<file path="src/rtl/poly_reduce_ctrl.sv">
`timescale 1ns/1ps
// poly_reduce_ctrl: streams one 2^LOG_N-coefficient polynomial out of a
// coefficient memory, Barrett-reduces each signed coefficient into the
// centred range [-(Q-1)/2, (Q-1)/2], and writes it back in place.
//
// Ports
//   clk, rst_n       clock, asynchronous active-low reset
//   start, base      request and polynomial slot (sampled only in IDLE)
//   busy, done       accept..done status, single-cycle completion pulse
//   mem_rd_en/addr   read strobe and address {base_q, idx}
//   mem_rd_data      signed read data, valid one cycle after mem_rd_en
//   mem_we/wr_addr/wr_data  write strobe, address and reduced value
module poly_reduce_ctrl #(
    parameter int          KYBER_Q = 3329,
    parameter int unsigned WIDTH   = 16,
    parameter int unsigned LOG_N   = 8,
    parameter int unsigned BASE_W  = 2
) (
    input  logic                      clk,
    input  logic                      rst_n,
    input  logic                      start,
    input  logic [BASE_W-1:0]         base,
    output logic                      busy,
    output logic                      done,
    output logic                      mem_rd_en,
    output logic [BASE_W+LOG_N-1:0]   mem_rd_addr,
    input  logic signed [WIDTH-1:0]   mem_rd_data,
    output logic                      mem_we,
    output logic [BASE_W+LOG_N-1:0]   mem_wr_addr,
    output logic signed [WIDTH-1:0]   mem_wr_data
);

    localparam int unsigned      ADDR_W    = BASE_W + LOG_N;
    localparam logic [LOG_N-1:0] IDX_LAST  = LOG_N'((1 << LOG_N) - 1);
    localparam int signed        V_BARRETT = ((1 << 26) + KYBER_Q / 2) / KYBER_Q;
    localparam int signed        ROUND     = 1 << 25;

    typedef enum logic [1:0] {IDLE, RUN, DRAIN, DONE} state_t;

    state_t             state_q, state_d;
    logic [LOG_N-1:0]   idx_q, idx_d;
    logic [LOG_N-1:0]   idx_nxt_c;
    logic [BASE_W-1:0]  base_q, base_d;
    logic               drain_q, drain_d;
    logic               busy_q, busy_d;
    logic               done_q, done_d;
    logic               rd_en_q, rd_en_d;
    logic [ADDR_W-1:0]  rd_addr_q, rd_addr_d;

    // Pipeline: stage 1 tracks the read in flight, stage 2 holds the write.
    logic               rvld_q;
    logic [ADDR_W-1:0]  raddr_q;
    logic               we_q;
    logic [ADDR_W-1:0]  wr_addr_q;
    logic signed [WIDTH-1:0] wr_data_q;

    int signed               prod_c;
    int signed               t_c;
    logic signed [WIDTH-1:0] res_c;

    // Barrett reduction of the returning coefficient.
    always_comb begin
        prod_c = int'(mem_rd_data) * V_BARRETT;
        t_c    = (prod_c + ROUND) >>> 26;
        res_c  = WIDTH'(int'(mem_rd_data) - t_c * KYBER_Q);
    end

    // Next-state and next-output logic.
    always_comb begin
        state_d   = state_q;
        idx_d     = idx_q;
        base_d    = base_q;
        drain_d   = drain_q;
        busy_d    = busy_q;
        done_d    = 1'b0;
        rd_en_d   = 1'b0;
        rd_addr_d = rd_addr_q;
        idx_nxt_c = idx_q + LOG_N'(1);

        case (state_q)
            IDLE: begin
                if (start) begin
                    state_d   = RUN;
                    base_d    = base;
                    idx_d     = '0;
                    busy_d    = 1'b1;
                    rd_en_d   = 1'b1;
                    rd_addr_d = {base, LOG_N'(0)};
                end
            end
            RUN: begin
                // idx_q is the index being read this cycle.
                if (idx_q == IDX_LAST) begin
                    state_d = DRAIN;
                    idx_d   = '0;
                    drain_d = 1'b0;
                end else begin
                    idx_d     = idx_nxt_c;
                    rd_en_d   = 1'b1;
                    rd_addr_d = {base_q, idx_nxt_c};
                end
            end
            DRAIN: begin
                // Two cycles let the last read reach the write stage.
                drain_d = 1'b1;
                if (drain_q) begin
                    state_d = DONE;
                    done_d  = 1'b1;
                    drain_d = 1'b0;
                end
            end
            DONE: begin
                state_d = IDLE;
                busy_d  = 1'b0;
            end
            default: begin
                state_d = IDLE;
                busy_d  = 1'b0;
            end
        endcase
    end

    // All state, control outputs and datapath pipeline.
    always_ff @(posedge clk or negedge rst_n) begin
        if (!rst_n) begin
            state_q   <= IDLE;
            idx_q     <= '0;
            base_q    <= '0;
            drain_q   <= 1'b0;
            busy_q    <= 1'b0;
            done_q    <= 1'b0;
            rd_en_q   <= 1'b0;
            rd_addr_q <= '0;
            rvld_q    <= 1'b0;
            raddr_q   <= '0;
            we_q      <= 1'b0;
            wr_addr_q <= '0;
            wr_data_q <= '0;
        end else begin
            state_q   <= state_d;
            idx_q     <= idx_d;
            base_q    <= base_d;
            drain_q   <= drain_d;
            busy_q    <= busy_d;
            done_q    <= done_d;
            rd_en_q   <= rd_en_d;
            rd_addr_q <= rd_addr_d;
            rvld_q    <= rd_en_q;
            raddr_q   <= rd_addr_q;
            we_q      <= rvld_q;
            if (rvld_q) begin
                wr_addr_q <= raddr_q;
                wr_data_q <= res_c;
            end
        end
    end

    assign busy        = busy_q;
    assign done        = done_q;
    assign mem_rd_en   = rd_en_q;
    assign mem_rd_addr = rd_addr_q;
    assign mem_we      = we_q;
    assign mem_wr_addr = wr_addr_q;
    assign mem_wr_data = wr_data_q;

endmodule
</file>
<file path="config.mk">
export PLATFORM = sky130hd
export DESIGN_NAME = poly_reduce_ctrl
export DESIGN_NICKNAME = d
export VERILOG_FILES = /design/src/rtl/poly_reduce_ctrl.sv
export SDC_FILE = /design/constraint.sdc
export NUM_CORES = 1
export LEC_CHECK = 0
export CORE_ASPECT_RATIO = 1.5
export CORE_UTILIZATION = 45
export DETAILED_ROUTE_END_ITERATION = 16
export GPL_TIMING_DRIVEN = 0
export PLACE_DENSITY = 0.77
export SYNTH_ARGS = -nofsm -noshare
export SYNTH_HDL_FRONTEND = slang
export SYNTH_SLANG_ARGS = --single-unit
export TNS_END_PERCENT = 100
</file>
<file path="constraint.sdc">
create_clock -name clk -period 2 [get_ports clk]
set_clock_uncertainty 0.05 [all_clocks]
set_input_delay 0.2 -clock clk [delete_from_list [all_inputs] [get_ports clk]]
set_output_delay 0.2 -clock clk [all_outputs]
set_load 0.005 [all_outputs]
</file>
Word level (Yosys, flattened, before mapping)
Index checks and enable logic that the tools add are counted.

Add/subtract/negate cells: 3. $mul: 2. Equal/unequal tests: 8. Multiplexer cells: 20. Reduce and logical (&&, ||, !) cells: 10.

Operator list (number): $add 32x27->32 const B (1); $mul 16x16->32 const B (1); $mux 10 (2); $pmux 10 s2 (1); $mul 6x13->16 const B (1); $mux 8 (2); $pmux 8 s2 (1); $sub 16x16->16 (1); $add 8x1->8 const B (1); $eq 8x8->1 const B (1); $ne 2x2->1 const B (4); $pmux 2 s4 (1); $reduce_and 2->1 (4); $mux 1 (7); $mux 2 (3); $pmux 1 s2 (3); $reduce_and 3->1 (2); $reduce_bool 2->1 (3); $eq 2x2->1 const B (2); $eq 2x1->1 const B (1); $logic_not 2->1 (1).

Flip-flop bits (word level): 64. Input port bits: 21. Logic and storage cells: 56.

Logic depth before layout (Yosys ltp)
Gate-level depths: netlist (run 1).

Word-level depth: 4. Depth in mapped cells: 36. Mapped depth without buffers: 36.

Worst setup path after synthesis (run 1)
No wires, ideal clock.

Path type: in2reg. Start: input port mem_rd_data[11]. End: register wr_data_q[15] (netlist: mem_wr_data[15]). Setup time: 0.069 ns. Data arrival time: 8.712 ns. Required time: 1.881 ns. Setup slack: -6.831 ns. Stages: 36. Path buffers: 0. Path through: inv_1 fa_1 inv_1 fa_1 inv_1 fa_1 inv_1 fa_1 fa_1 inv_1 fa_1 inv_1 ha_1 a2111oi_4 o221ai_2 a21oi_2 o221ai_2 a221o_2 a21oi_4 o21bai_1 xor2_1 ha_1 ha_1 inv_1 fa_1 inv_1 fa_1 inv_1 ha_1 nand4_1 o22a_1 o31ai_1 o41ai_1 xnor2_1 a211o_1 nand3_1.

Word-level cells in the longest chain between the ends: 4.

Ends and longest elaborated chain: start, declared (line 27) `input logic signed [WIDTH-1:0] mem_rd_data,`; $mul 16x16->32 (line 63) `prod_c = int'(mem_rd_data) * V_BARRETT;`; $add 32x27->32 (line 64) `t_c = (prod_c + ROUND) >>> 26;`; $mul 6x13->16 (line 65) `res_c = WIDTH'(int'(mem_rd_data) - t_c * KYBER_Q);`; $sub 16x16->16 (*) (line 65); end signal, assigned (line 153) `wr_data_q <= res_c;`; end, declared (line 55) `logic signed [WIDTH-1:0] wr_data_q;`.

Mark *: on every way between the ends. The rest lies on a longest branch, timed or not. A chain may end at the register's enable or synchronous reset.

Worst setup path after layout (run 1)
Ends and elaborated chain as after synthesis.

==> impl_metrics.env, run 1 <==
export IMPL_status="complete, but fails checks"
export IMPL_failed_checks="negative setup slack"
export IMPL_core_area_sq_um=21230
export IMPL_drive_gt1_share_pct=18.26
export IMPL_arrival_ns=9.08
export IMPL_place_gp_congestion=0.8620
export IMPL_antenna_cells=0
export IMPL_pre_cts_ws_ns=-8.901
export IMPL_cp_top_family="adder cells"
export IMPL_routedWlPerCell_um=16.92
export IMPL_numCtsBuffers=9
export IMPL_endpoint_kind="flip-flop"
export IMPL_synth_edf_count=0
export IMPL_wirelength_um=23060
export IMPL_clkTransAtPathRegs_ns=0.05
export IMPL_fin_nets=1442
export IMPL_fmax_mhz=112.8
export IMPL_cts_max_path_buffers=2
export IMPL_dieArea_sq_um=22390
export IMPL_dr_total_vias=6973
export IMPL_ant_nets=0
export IMPL_critPathSlowestCell="fa_1"
export IMPL_hold_viol_final=0
export IMPL_syn_avg_cell_area_sq_um=10.04
export IMPL_yosysSeqAreaShare_pct=16.34
export IMPL_cpMostUsedCell="fa_1"
export IMPL_die_h_um=182.8
export IMPL_ys_flop_type="dfrtp_1"
export IMPL_postSynthCellCount=976
export IMPL_rsz0062_at_grt="true"
export IMPL_finalCritPeriodShare_pct=443.2
export IMPL_synthArstFlopShare_pct=100.0
export IMPL_antenna_found_initial=0
export IMPL_routed_top_layer="met4"
export IMPL_final_max_slew_viol_count=0
export IMPL_crit_fanout=4
export IMPL_row_count=65
export IMPL_mostFrequentLayoutCell="inv_1"
export IMPL_clock_latency_ns=0.33
export IMPL_cts_max_level=3
export IMPL_grt_pass1_wl_um=37250
export IMPL_hpwl_um=17880
export IMPL_fin_ws_ns=-6.863
export IMPL_final_cell_count_no_fill=1363
export IMPL_maxCapViolations=0
export IMPL_ys_ff_latch=64
export IMPL_wl_met2_um=13090
export IMPL_period_needed_ns=8.863
export IMPL_yosys_warnings=0
export IMPL_startpoint_type="input port"
export IMPL_grt_max_degree=38
export IMPL_via_per_inst=5.116
export IMPL_tightest_slew_ns=0.6330
export IMPL_clock_sinks=64
export IMPL_slowest_delay_ns=0.55
export IMPL_drc=0
export IMPL_setup_viol=16
export IMPL_overflow=0
export IMPL_slew_headroom_pct=57.80
export IMPL_numPortBuffers=60
export IMPL_setup_worst_path_class="input port to flip-flop"
export IMPL_area_growth_pct=22.90
export IMPL_drt_met1_wl_um=8134
export IMPL_utilization_pct=56.75
export IMPL_placed_cells=1305
export IMPL_drt_iter0_markers=172
export IMPL_cts_root_buf="clkbuf_16"
export IMPL_die_w_um=122.5
export IMPL_min_path_type="flip-flop to flip-flop"
export IMPL_grt_use_total_pct=21.57
export IMPL_synth_fp_nets=1328
export IMPL_cp_num_buf_inv=12
export IMPL_dr_pass1_iters=5
export IMPL_grt_pass1_vias=7946
export IMPL_cts_tree="built"
export IMPL_io_pins=61
export IMPL_initial_core_util_pct=46.18
export IMPL_yosysUniqueCellTypes=52
export IMPL_syn_cell_area_sq_um=9802
export IMPL_layout_common_cells="290 x inv_1, 167 x ha_1, 141 x fa_1"
export IMPL_dr_wl_met3_um=560
export IMPL_critPathRequiredTime_ns=2.22
## Yosys cell counts (all sizes together) (2+ instances only)
master   count  share of area [%]
a2111oi      2               0.37
a211oi       4               0.31
a21o         7               0.54
a21oi       18                1.1
a22o         3               0.27
a31oi        2               0.13
and2         2               0.13
and3         5               0.32
clkbuf      10               0.38
dfrtp       64                 16
fa         150                 31
ha         181                 23
inv        312                 12
mux2        21                2.4
mux2i        4               0.41
nand2       45                1.7
nand2b       6               0.38
nand3        7               0.36
nand3b       3               0.23
nand4        7               0.45
nor2        19               0.73
nor2b        4               0.26
nor3         6               0.31
o21a         4               0.31
o21ai       33                1.7
o21bai       2               0.15
o221ai       3               0.40
o31ai        5               0.38
o41ai        3               0.34
xnor2       25                2.3
xor2         5               0.45
## through the flow
stage          cell area, sq um  hold slack (ns)  setup TNS (ns)
2_1_floorplan              9879          -0.1456          -86.33
3_3_place_gp              10820           0.3085         -209.21
3_5_place_dp              10830           0.2073         -133.98
4_1_cts                   11700           0.3426          -94.65
5_1_grt                   12050           0.3584         -102.54
6_report                  12050           0.3396          -99.30
## sequential cells by signal, indices dropped and copies added (netlist names)
| name | count |
|---|---|
| done | 1 |
| mem_wr_data | 16 |
| busy | 1 |
| rvld_q | 1 |
| drain_q | 1 |
| idx_q | 8 |
| mem_we | 1 |
| mem_wr_addr | 10 |
| raddr_q | 10 |
| state_q | 2 |
| base_q | 2 |
| mem_rd_addr | 10 |
| mem_rd_en | 1 |
## cell type report
type	instances	area (sq um)
plain buffers	7	35.03
clock buffers	10	239.0
clock inverters	6	115.1
fillers	1655	9180
inverters	312	1196
multi-input cells	590	7505
flip-flops and latches	64	1602
well taps	268	335.3
repair buffers	106	1020
## worst register-to-register path, delay by kind of cell, from the launching register on
| kind | cells | cell delay (ns) |
|---|---|---|
| AOI/OAI and AO/OA | 3 | 0.42 |
| adders and majority gates | 1 | 0.18 |
| buffers and inverters | 1 | 0.16 |
| DFF | 1 | 0.41 |
| and+or+nand+nor | 4 | 0.54 |
## kinds of logic after synthesis
kind of cell,after synthesis,share of synthesized area [%]
AOI/OAI and AO/OA,93,6.600
xor gates and xnor gates,30,2.757
adders and majority gates,331,53.74
buffers and inverters,322,12.33
DFF,64,16.34
muxes,25,2.821
and+or+nand+nor,111,5.412
## timing repair
item                       CTS  global route
gates resized for setup    139            57
buffers inserted            32            13
setup endpoints to repair   41            29
hold buffers                 1             0
hold endpoints to repair    27             0
pin swaps                   29            29
cloned                       0             0
## per-layer routing
layer / vias up / global-route usage, %
met5: - / 0
met4: 0 / 12.63
met1: 3534 / 21.51
li1: 3239 / -
met2: 127 / 41.80
met3: 73 / 2.270
## final timing paths
| path | cells after the start | endpoint | from | slack (ns) |
|---|---|---|---|---|
| max | 38 | mem_wr_data[15] | mem_rd_data[11] | -6.86 |
| min | 0 | mem_we | rvld_q | 0.34 |
| max reg2reg | 9 | idx_q[2] | idx_q[1] | 0.12 |
| min reg2reg | 0 | mem_we | rvld_q | 0.34 |
| max in group asynchronous | 3 | idx_q[0] | rst_n | 0.92 |
| min in group asynchronous | 2 | raddr_q[9] | rst_n | 0.37 |
Power of run 1 is not shown: default switching activity piles up to over one toggle a cycle in this logic, so the estimate is an artifact.
==> run 2, diff against run 1 <==
Settings changed: GPL_TIMING_DRIVEN 0 to default.
==> run 2 against run 1 <==
Against the previous run: cell count rose by 9.8%; count of clock-buffer cells in the layout is 1 lower; fmax grew 2.1%; the flow still finishes with violations (negative setup slack); via count increased by 9.6%; sequential cell count unchanged; core utilization rose by 5.1 points.
==> impl_metrics.env, run 2 (synthesized netlist as in run 1, its figures left out) <==
export IMPL_hpwl_um=19740
export IMPL_cts_max_path_buffers=2
export IMPL_period_needed_ns=8.685
export IMPL_largest_register_ffs=16
export IMPL_cpMostUsedCell="fa_1"
export IMPL_numPortBuffers=60
export IMPL_maxCapViolations=0
export IMPL_core_area_sq_um=21230
export IMPL_critPathRequiredTime_ns=2.21
export IMPL_dr_total_vias=7643
export IMPL_row_count=65
export IMPL_grt_pass1_wl_um=41790
export IMPL_mostFrequentLayoutCell="inv_1"
export IMPL_status="complete, but fails checks"
export IMPL_hold_viol_final=0
export IMPL_drive_gt1_share_pct=29.40
export IMPL_drt_iter0_markers=267
export IMPL_overflow=0
export IMPL_wirelength_um=25630
export IMPL_grt_max_degree=65
export IMPL_clkTransAtPathRegs_ns=0.05
export IMPL_dr_pass1_iters=4
export IMPL_fin_ws_ns=-6.685
export IMPL_die_h_um=182.8
export IMPL_antenna_cells=0
export IMPL_fmax_mhz=115.1
export IMPL_tightest_slew_ns=0.4621
export IMPL_arrival_ns=8.90
export IMPL_clock_latency_ns=0.33
export IMPL_setup_worst_path_class="input port to flip-flop"
export IMPL_startpoint_type="input port"
export IMPL_slew_headroom_pct=68.97
export IMPL_failed_checks="negative setup slack"
export IMPL_via_per_inst=5.109
export IMPL_rsz0062_at_grt="true"
export IMPL_grt_use_total_pct=24.14
export IMPL_drc=0
export IMPL_fin_nets=1575
export IMPL_die_w_um=122.5
export IMPL_cts_max_level=3
export IMPL_min_path_type="flip-flop to flip-flop"
export IMPL_finalCritPeriodShare_pct=434.3
export IMPL_pre_cts_ws_ns=-7.427
export IMPL_ant_nets=0
export IMPL_cts_root_buf="clkbuf_16"
export IMPL_io_pins=61
export IMPL_antenna_found_initial=0
export IMPL_endpoint_kind="flip-flop"
export IMPL_crit_fanout=5
export IMPL_slowest_delay_ns=0.62
export IMPL_dieArea_sq_um=22390
export IMPL_cts_tree="built"
export IMPL_critPathSlowestCell="fa_1"
export IMPL_initial_core_util_pct=46.18
export IMPL_final_max_slew_viol_count=0
export IMPL_setup_viol=16
export IMPL_clock_sinks=64
export IMPL_layout_common_cells="280 x inv_1, 170 x buf_4, 160 x ha_1"
export IMPL_routedWlPerCell_um=17.13
export IMPL_area_growth_pct=34.01
export IMPL_grt_pass1_vias=8922
export IMPL_numCtsBuffers=9
export IMPL_place_gp_congestion=0.9062
[run 2: cell count changes in the layout (fill, tap and decap cells not counted), sizes merged]
cell,change
clkdlybuf4s50,+3
dlygate4sd2,+2
buf,+136
clkbuf,-8
clkinvlp,-2
inv,+3
clkdlybuf4s18,-1
[run 2: what timing repair did]
action,CTS,global route
resized for setup,132,53
hold buffers,1,0
pin swaps,68,32
setup buffers,24,8
endpoints found under the hold margin,64,0
cloned,0,0
endpoints found under the setup margin,21,32
[run 2: final timing paths]
check	start	end	slack, ns	depth (start not counted)
setup / recovery	mem_rd_data[11]	mem_wr_data[15]	-6.69	37
hold / removal	mem_rd_addr[4]	raddr_q[4]	0.36	0
setup reg to reg	idx_q[0]	idx_q[4]	0.05	8
hold reg to reg	mem_rd_addr[4]	raddr_q[4]	0.36	0
max in group asynchronous	rst_n	mem_wr_data[3]	1.25	3
min in group asynchronous	rst_n	mem_wr_addr[7]	0.38	3
[run 2: stage by stage]
stage	hold slack, ns	cell area (sq um)	TNS (ns)	cells	utilization [%]
final	0.3572	13140	-97.03	1496	61.88
after global routing	0.3683	13140	-100.98	1496	61.88
after CTS	0.3565	12860	-91.86	1491	60.60
after detailed placement	0.1842	11960	-106.38	1451	56.36
after global placement	0.1822	11960	-104.44	1451	56.36
after floorplan	-0.1456	9879	-86.33	976	-
[run 2: area by class of cell]
cell class	count	area, sq um
inverter	312	1187
tap	268	335.3
timing repair buffer	246	2054
clock inverter	7	118.9
multi-input combinational	590	7612
fill	1483	8092
sequential	64	1602
clock buffer	9	225.2
[run 2: worst max-delay path, delay by kind of cell]
family / cells / cell delay (ns)
AO/OA/AOI/OAI: 11 / 2.43
XOR/XNOR: 2 / 0.36
adder cells (fa/ha/maj): 12 / 5.05
buffers and inverters: 10 / 0.63
AND/OR/NAND/NOR: 2 / 0.20
[run 2: routing by layer]
| layer | GRT usage [%] | part of all wire (%) | up-vias |
|---|---|---|---|
| met5 | 0 | 0 | - |
| li1 | - | - | 3493 |
| met3 | 2.674 | 2.8 | 105 |
| met2 | 47.06 | 57 | 192 |
| met1 | 24.66 | 34 | 3853 |
| met4 | 11.90 | 6.0 | 0 |
Power of run 2 is left out for the same reason.
==> run 3, diff against run 2 <==
Settings changed: PLACE_DENSITY 0.77 to 0.67.
==> run 3 against run 2 <==
Against the previous run: the flow still finishes with violations (negative setup slack); register-to-register slack better by 0.08 ns; routed wire length down 9.9%; core utilization down 0.87 points; first-iteration DRC count down 27%; critical path depth up 1; largest cell class unchanged; sequential share of layout area up 0.17 points; via count down 5.5%; die area unchanged; worst hold slack worse by 0.018 ns; count of clock-buffer cells in the layout up 3; cell count down 0.33%; global-route usage down 2.1 points.
==> impl_metrics.env, run 3 (synthesized netlist as in run 1, its figures left out) <==
export IMPL_status="complete, but fails checks"
export IMPL_failed_checks="negative setup slack"
export IMPL_place_gp_congestion=0.8512
export IMPL_numCtsBuffers=9
export IMPL_r2r_start="idx_q[0]"
export IMPL_cts_max_level=3
export IMPL_whs_ns=0.3396
export IMPL_final_max_slew_viol_count=0
export IMPL_cp_top_family="adder cells"
export IMPL_startpoint_type="input port"
export IMPL_worstHoldStart="mem_rd_en"
export IMPL_endpoint_kind="flip-flop"
export IMPL_clkTransAtPathRegs_ns=0.05
export IMPL_tightest_slew_ns=0.4113
export IMPL_nFillCells=1726
export IMPL_maxCapViolations=0
export IMPL_slew_headroom_pct=72.29
export IMPL_seq_area_sq_um=1602
export IMPL_hold_viol_final=0
export IMPL_dr_total_vias=7225
export IMPL_final_cell_count_no_fill=1491
export IMPL_cts_root_buf="clkbuf_16"
export IMPL_critPathSlowestCell="fa_1"
export IMPL_reg2reg_slack_ns=0.13
export IMPL_drc=0
export IMPL_mostFrequentLayoutCell="inv_1"
export IMPL_core_area_sq_um=21230
export IMPL_fin_ws_ns=-6.577
export IMPL_routedWlPerCell_um=15.49
export IMPL_reg2reg_depth=8
export IMPL_grt_pass1_vias=8250
export IMPL_io_pins=61
export IMPL_whs_path_depth=0
export IMPL_row_count=65
export IMPL_overflow=0
export IMPL_ant_nets=0
export IMPL_cp_num_buf_inv=11
export IMPL_antenna_cells=0
export IMPL_fin_nets=1570
export IMPL_critPathRequiredTime_ns=2.20
export IMPL_largest_register_ffs=16
export IMPL_setup_worst_path_class="input port to flip-flop"
export IMPL_cts_tree="built"
export IMPL_reg2reg_to="mem_rd_addr[1]"
export IMPL_via_per_inst=4.846
export IMPL_antenna_found_initial=0
export IMPL_arrival_ns=8.78
export IMPL_dr_pass1_iters=4
export IMPL_cts_max_path_buffers=2
export IMPL_slowest_delay_ns=0.53
export IMPL_placed_cells=1447
export IMPL_area_growth_pct=32.13
export IMPL_min_path_type="flip-flop to flip-flop"
export IMPL_die_h_um=182.8
export IMPL_drt_iter0_markers=195
export IMPL_layout_common_cells="290 x inv_1, 163 x ha_1, 163 x buf_4"
export IMPL_clock_sinks=64
export IMPL_finalCritPeriodShare_pct=428.9
export IMPL_fmax_mhz=116.6
export IMPL_multi_input_area_sq_um=7527
export IMPL_dieArea_sq_um=22390
export IMPL_die_w_um=122.5
export IMPL_drive_gt1_share_pct=27.15
export IMPL_holdPathEnd="rvld_q"
export IMPL_wirelength_um=23090
export IMPL_setup_viol=16
export IMPL_grt_max_degree=65
export IMPL_crit_fanout=5
export IMPL_numPortBuffers=60
export IMPL_rsz0062_at_grt="true"
export IMPL_finalSetupTns_ns=-94.12
export IMPL_grt_pass1_wl_um=38220
export IMPL_period_needed_ns=8.577
export IMPL_hpwl_um=19260
export IMPL_initial_core_util_pct=46.18
export IMPL_clock_latency_ns=0.32
export IMPL_grt_use_total_pct=22.04
## run 3: how the worst max path moves through the flow
stage | from | slack [ns] | cells past startpoint | end
final | mem_rd_data[11] | -6.58 | 38 | mem_wr_data[15]
after global routing | mem_rd_data[11] | -6.94 | 38 | mem_wr_data[15]
after CTS | mem_rd_data[11] | -6.63 | 37 | mem_wr_data[15]
after detailed placement | mem_rd_data[13] | -7.43 | 37 | mem_wr_data[15]
after global placement | mem_rd_data[13] | -7.24 | 37 | mem_wr_data[15]
after floorplan | mem_rd_data[11] | -6.31 | 36 | mem_wr_data[15]
## run 3: final cells by class
type                    count  area share, %
multi-input cells         590          58.12
repair buffers            241          15.59
flip-flops and latches     64          12.37
inverters                 312          9.130
well taps                 268          2.589
clock buffers              12          1.980
clock inverters             4         0.2222
## run 3: stage by stage
step	instance area (sq um)	setup slack [ns]	utilization, %
final	12950	-6.577	61.01
after detailed placement	11950	-7.434	56.27
after floorplan	9879	-6.315	-
after CTS	12610	-6.631	59.43
after global routing	12950	-6.942	61.01
after global placement	11950	-7.239	56.27
## run 3: worst reg2reg max path: cells and delay by family (launching register included)
| kind | cells | cell delay (ns) |
|---|---|---|
| compound gates | 2 | 0.41 |
| flops | 1 | 0.41 |
| simple gates | 3 | 0.38 |
| buf+inv | 2 | 0.32 |
| fa+ha+maj | 1 | 0.19 |
## run 3: what timing repair did
action                                  in CTS  in global routing
gates resized for setup                     94                 52
endpoints found under the setup margin      16                 29
pin swaps                                   51                 50
endpoints found under the hold margin       64                  0
buffers inserted                            14                 15
hold buffers                                 1                  0
## run 3: routing by layer
| layer | share of wire (%) | wire, um | GRT usage (%) |
|---|---|---|---|
| met1 | 36 | 8399 | 22.96 |
| met2 | 57 | 13190 | 43.48 |
| met3 | 2.5 | 578 | 2.208 |
| met4 | 4.0 | 926 | 9.024 |
| met5 | 0 | 0 | 0 |
Power of run 3 is left out for the same reason.
